==> src/rtl/laser_pkg.sv <==
// Shared types and sizing for the LASER coverage datapath.
// Imported by the scan scheduler and its pointer sub-module.
package laser_pkg;

    localparam int OBJ_NUM   = 40;
    localparam int PARALLEL  = 4;
    localparam int NUM_BATCH = (OBJ_NUM + PARALLEL - 1) / PARALLEL;
    localparam int MAX_ITER  = 6;

    localparam int BATCH_W = 4;
    localparam int ITER_W  = 3;
    localparam int DRAIN_W = 8;

    typedef logic [3:0] coord_t;

    typedef struct packed {
        coord_t y;
        coord_t x;
    } ptr_t;

    typedef enum logic [2:0] {
        S_IDLE,
        S_ISSUE,
        S_WAIT,
        S_CMP,
        S_NEXT,
        S_FINISH
    } state_t;

endpackage

==> src/rtl/laser_scan_ptr.sv <==
// Serpentine candidate pointer, pass counter and endpoint detection.
// Even passes count up, odd passes count down; a pass endpoint is held.
module laser_scan_ptr
    import laser_pkg::*;
(
    input  logic              CLK,
    input  logic              RST_N,
    input  logic              step,
    input  logic              restart,
    output ptr_t              ptr,
    output logic [ITER_W-1:0] iter,
    output logic              at_end,
    output logic              last_iter
);

    logic down;

    assign down = iter[0];

    always_comb begin
        at_end    = down ? (ptr == 8'h00) : (ptr == 8'hFF);
        last_iter = (iter == ITER_W'(MAX_ITER - 1));
    end

    // The endpoint is revisited as the first candidate of the next pass.
    always_ff @(posedge CLK or negedge RST_N) begin
        if (!RST_N) begin
            ptr  <= '0;
            iter <= '0;
        end else if (restart) begin
            ptr  <= '0;
            iter <= '0;
        end else if (step) begin
            if (at_end) begin
                if (!last_iter)
                    iter <= iter + 1'b1;
            end else begin
                ptr <= down ? ptr_t'(ptr - 8'd1) : ptr_t'(ptr + 8'd1);
            end
        end
    end

endmodule

==> src/rtl/laser_scan_sched.sv <==
// Candidate scan sequencer: issues object batches per candidate centre,
// then drives the tracker compare / pass-end strobes.
module laser_scan_sched
    import laser_pkg::*;
#(
    parameter int RES_LAT = 1
) (
    input  logic               CLK,
    input  logic               RST_N,
    input  logic               START,
    input  logic               ABORT,
    output logic               BUSY,
    output logic               EV_VALID,
    input  logic               EV_READY,
    output logic [3:0]         EV_CX,
    output logic [3:0]         EV_CY,
    output logic [BATCH_W-1:0] EV_BATCH,
    output logic               EV_LAST,
    output logic               CMP_VALID,
    output logic [3:0]         CMP_CX,
    output logic [3:0]         CMP_CY,
    output logic               ITER_END,
    output logic [ITER_W-1:0]  ITER_IDX,
    output logic               DONE
);

    state_t              state;
    state_t              nxt;
    logic [BATCH_W-1:0]  batch;
    logic [DRAIN_W-1:0]  drain;
    ptr_t                ptr;
    logic [ITER_W-1:0]   iter;
    logic                at_end;
    logic                last_iter;
    logic                last_b;
    logic                abort_act;
    logic                start_acc;
    logic                xfer;
    logic                step;
    logic                restart;

    assign last_b    = (batch == BATCH_W'(NUM_BATCH - 1));
    assign abort_act = ABORT && (state != S_IDLE);
    assign start_acc = START && (state == S_IDLE);
    assign xfer      = (state == S_ISSUE) && EV_READY && !ABORT;
    assign step      = (state == S_NEXT) && !ABORT;
    assign restart   = start_acc || abort_act;

    laser_scan_ptr u_ptr (
        .CLK       (CLK),
        .RST_N     (RST_N),
        .step      (step),
        .restart   (restart),
        .ptr       (ptr),
        .iter      (iter),
        .at_end    (at_end),
        .last_iter (last_iter)
    );

    always_ff @(posedge CLK or negedge RST_N) begin
        if (!RST_N)
            state <= S_IDLE;
        else
            state <= nxt;
    end

    always_comb begin
        nxt = state;
        if (abort_act) begin
            nxt = S_IDLE;
        end else begin
            unique case (state)
                S_IDLE:   if (START) nxt = S_ISSUE;
                S_ISSUE:  if (EV_READY && last_b) nxt = S_WAIT;
                S_WAIT:   if (drain <= DRAIN_W'(1)) nxt = S_CMP;
                S_CMP:    nxt = S_NEXT;
                S_NEXT:   nxt = (at_end && last_iter) ? S_FINISH : S_ISSUE;
                S_FINISH: nxt = S_IDLE;
                default:  nxt = S_IDLE;
            endcase
        end
    end

    // Batch index and result-drain counter
    always_ff @(posedge CLK or negedge RST_N) begin
        if (!RST_N) begin
            batch <= '0;
            drain <= '0;
        end else if (restart) begin
            batch <= '0;
            drain <= '0;
        end else begin
            if (xfer && !last_b)
                batch <= batch + 1'b1;
            else if (step)
                batch <= '0;
            if (xfer && last_b)
                drain <= DRAIN_W'(RES_LAT);
            else if (state == S_WAIT)
                drain <= drain - 1'b1;
        end
    end

    always_comb begin
        BUSY      = (state != S_IDLE);
        EV_VALID  = (state == S_ISSUE) && !ABORT;
        EV_CX     = ptr.x;
        EV_CY     = ptr.y;
        EV_BATCH  = batch;
        EV_LAST   = (state == S_ISSUE) && last_b;
        CMP_VALID = (state == S_CMP) && !ABORT;
        CMP_CX    = ptr.x;
        CMP_CY    = ptr.y;
        ITER_END  = (state == S_NEXT) && at_end && !ABORT;
        ITER_IDX  = iter;
        DONE      = (state == S_FINISH) && !ABORT;
    end

endmodule

==> config.mk <==
export PLATFORM = sky130hd
export DESIGN_NAME = laser_scan_sched
export DESIGN_NICKNAME = d
export VERILOG_FILES = /design/src/rtl/laser_pkg.sv /design/src/rtl/laser_scan_ptr.sv /design/src/rtl/laser_scan_sched.sv
export SDC_FILE = /design/constraint.sdc
export NUM_CORES = 1
export LEC_CHECK = 0
export ABC_AREA = 1
export BUFFER_PORTS_ARGS = -buffer_cell sky130_fd_sc_hd__buf_4
export CAP_MARGIN = 0
export CORE_UTILIZATION = 51
export CTS_CLUSTER_DIAMETER = 120
export DETAILED_ROUTE_END_ITERATION = 8
export PLACE_DENSITY = 0.86
export SYNTH_ARGS = -nofsm -noshare
export SYNTH_HDL_FRONTEND = slang
export SYNTH_HIERARCHICAL = 1
export SYNTH_SLANG_ARGS = --single-unit
==> constraint.sdc <==
create_clock -name CLK -period 1.75 [get_ports CLK]
set_input_delay 0.0875 -clock CLK [delete_from_list [all_inputs] [get_ports CLK]]
set_output_delay 0.0875 -clock CLK [all_outputs]
set_load 0.005 [all_outputs]
==> metrics.yaml <==
outcome:
  outcome: "completed"
cts:
  cts_tree: "built"
  htree_levels: 1
  insertion_delay_ps: 270
  clk_path_buf_depth: 2
  clock_sinks: 26
  numCtsBuffers: 3
  ctsRootBufferMaster: "clkbuf_8"
  clkTransAtPathRegs_ps: 90
routing:
  wire_per_inst_um: 13.1
  ant_nets: 0
  num_vias: 1976
  dr.first_iter.drc_count: 132
  routed_via_density: 5.27
  dr.pass1.iters: 4
  post-route-drc-count: 0
  drt-total-wl_um: 4900
grt:
  grt_usage_pct: 23.8
  antenna_found_initial: 0
  grt_pass1_wl_um: 7890
  grt_overflow: 0
  grt_start_max_net_pins: 27
  grt_pass1_vias: 1784
synth:
  synth_area_leaders: "dfrtp_1 (32%), nand2_1 (13%), ha_1 (7.3%)"
  avgSynthCellArea_um2: 7.24
  syn_area_um2: 2060
  yosys_register_bits: 26
  synth_ff_type: "dfrtp_1"
  syn-instance-count: 284
  yosysMostFrequentCell: "nand2_1"
  synthTopCellsByCount: "nand2_1 (73), inv_1 (38), nor2_1 (36)"
  synthArstFlopShare_pct: 100
  synth_warnings: 6
  yosysSeqAreaShare_pct: 31.6
  synth_top_area_share_pct: 31.6
  synth_nets: 302
  synth_edf_count: 0
  ys_types: 33
  yosysTopAreaCell: "dfrtp_1"
placed_design:
  hpwl_um: 3390
  globalplace.congestion: 0.894
  dpl.cell_count: 363
  place_area_um2: 2340
  portBuffers: 33
run:
  cap_violations: 0
cells_and_area:
  nFillCells: 292
  drive_gt1_share_pct: 30.0
  final_cells: 375
  antenna_cells: 0
  stdcell_area_um2: 2560
  nets: 346
  areaGrowthSynthToFinish_pct: 24.6
  fin_util_pct: 67.9
timing:
  fin_worst_skew_ps: 6.94
  fin_crit_ps: 1730
  final-hold-violation-count: 0
  period_share_pct: 99.0
  setup_viol: 0
  tightest_slew_ps: 338
  max_freq_mhz: 577
  rsz0062_at_grt: "yes"
  max-slew-margin-rel_pct: 77.5
  final-max-slew-violation-count: 0
setup_path:
  required_ps: 1660
  critical_path_class: "register to primary output"
  rrSetupSlack_ps: 90
  max_stage_delay_ps: 420
  path_common_cell: "nor2_1"
  reg2reg_to: "u_ptr/ptr[6]"
  worstPathArrival_ps: 1650
  critPathLaunchType: "register"
  rr_startpoint: "u_ptr/iter[0]"
  end_kind: "primary output"
  crit_path_end: "ITER_END"
  slowest_stage: "dfrtp_1"
  worst_r2r_path_depth: 8
  critPathLaunch: "u_ptr/ptr[2]"
  cp_max_fo: 3
  path_cells: "buf_4 -> nor2_1 -> nand2_1 -> nor2_1 -> nand2_2 -> nand2_4 -> nand2_1 -> nor2_1 -> buf_4"
floorplanning:
  pin_count: 34
  coreArea_um2: 3770
  row_count: 22
  initial_core_util_pct: 54.5
  die_w_um: 65.5
  dieArea_um2: 4290
  die_y_um: 65.5
power_and_ir_drop:
  ir_drop_mv: 0.733
  comb_power_share_pct: 49.5
  p_leak_nw: 1.39
  p_switching_mw: 1.04
  p_sw_share_pct: 43.3
  p_per_area_nw_per_um2: 937
  seqPwrFrac_pct: 34.0
  total_power_mw: 2.40
  internal_power_mw: 1.36
  p_clk_share_pct: 16.5
hold_path:
  hp-class: "input pin to register"
-- registers in the layout, indices dropped and copies added, names as in the netlist --
signal	count
drain	8
u_ptr/ptr	8
EV_BATCH	4
state	3
u_ptr/iter	3
-- worst max-delay path: cells and delay by family (launching register included) --
family / cells / cell delay (ps)
buffers and inverters: 2 / 270
AND/OR/NAND/NOR: 7 / 690
flip-flops: 1 / 420
-- worst min-delay path by stage --
stage / startpoint / end / slack, ps / depth (start not counted)
3_3_place_gp: RST_N / drain[3] / 20 / 1
3_5_place_dp: RST_N / u_ptr/ptr[2] / 20 / 1
2_1_floorplan: RST_N / EV_BATCH[0] / -210 / 0
4_1_cts: EV_READY / drain[0] / 190 / 3
5_1_grt: EV_READY / drain[0] / 200 / 3
6_report: EV_READY / drain[0] / 190 / 3
-- layout by cell type, fill, tap and decap left out, types with 2 or more instances in the layout --
cell type  synthesis  final
nor2_4             1      2
xor2_1             7      6
ha_4               0      3
ha_1              12      9
inv_2              2      2
o22ai_1            3      3
nand2_2            4      8
nand3_1           25     24
a21oi_1            6      5
a21oi_2            1      2
nand2_4            1      2
xnor2_1            4      4
inv_1             38     38
buf_4              8     47
clkbuf_8           0      4
o21ai_0            3      3
nor3_1             3      3
dfrtp_1           26     22
nand2_1           73     68
nand3_2            6      6
nand4_1            3      3
nor2_1            36     34
nand3_4            2      3
nor2_2             7      8
or2_2              3      3
dfrtp_2            0      4
-- area by class of cell --
cell class,instances,area [um2],share of cell area [%]
multi-input combinational,207,1260,49.3
sequential,26,656,25.6
timing repair buffer,49,374,14.6
inverter,41,154,6.01
tap,48,60.1,2.34
clock buffer,4,55.1,2.15
-- stage by stage --
step	hold WS (ps)	setup WS (ps)	TNS, ps
finish	186	16.8	0
floorplan	-208	73.6	0
detailed placement	17.0	47.2	0
global route	198	-86.0	-98.6
global placement	17.2	100	0
CTS	185	15.7	0
-- power by group through the flow --
stage	Clock, mW	Sequential [mW]	Combinational, mW
finish	0.395	0.816	1.19
global placement	0	0.814	1.13
CTS	0.402	0.808	1.17
global route	0.427	0.834	1.36
floorplan	0	0.803	0.876
detailed placement	0	0.821	1.15
-- routing by layer --
layer	up-vias	routed length, um	global-route usage, %
met3	8	206	5.38
met2	48	2510	40.3
li1	973	-	-
met4	0	76	4.89
met5	-	0	0
met1	947	2100	31.0
-- what timing repair did --
action	4_1_cts	5_1_grt
gates resized for setup	2	20
buffers inserted	3	4
hold endpoints to repair	26	0
cloned	0	0
hold buffers	1	0
pin swaps	0	6
setup endpoints to repair	1	10
-- logic make-up after synthesis --
kind of cell | synth area share (%)
AOI/OAI and AO/OA | 4.20
xor gates and xnor gates | 4.69
adders and majority gates | 8.28
muxes | 0.487
and+or+nand+nor | 39.3
DFF | 31.6
buffers and inverters | 11.4
(Power assumes the default switching activity.)
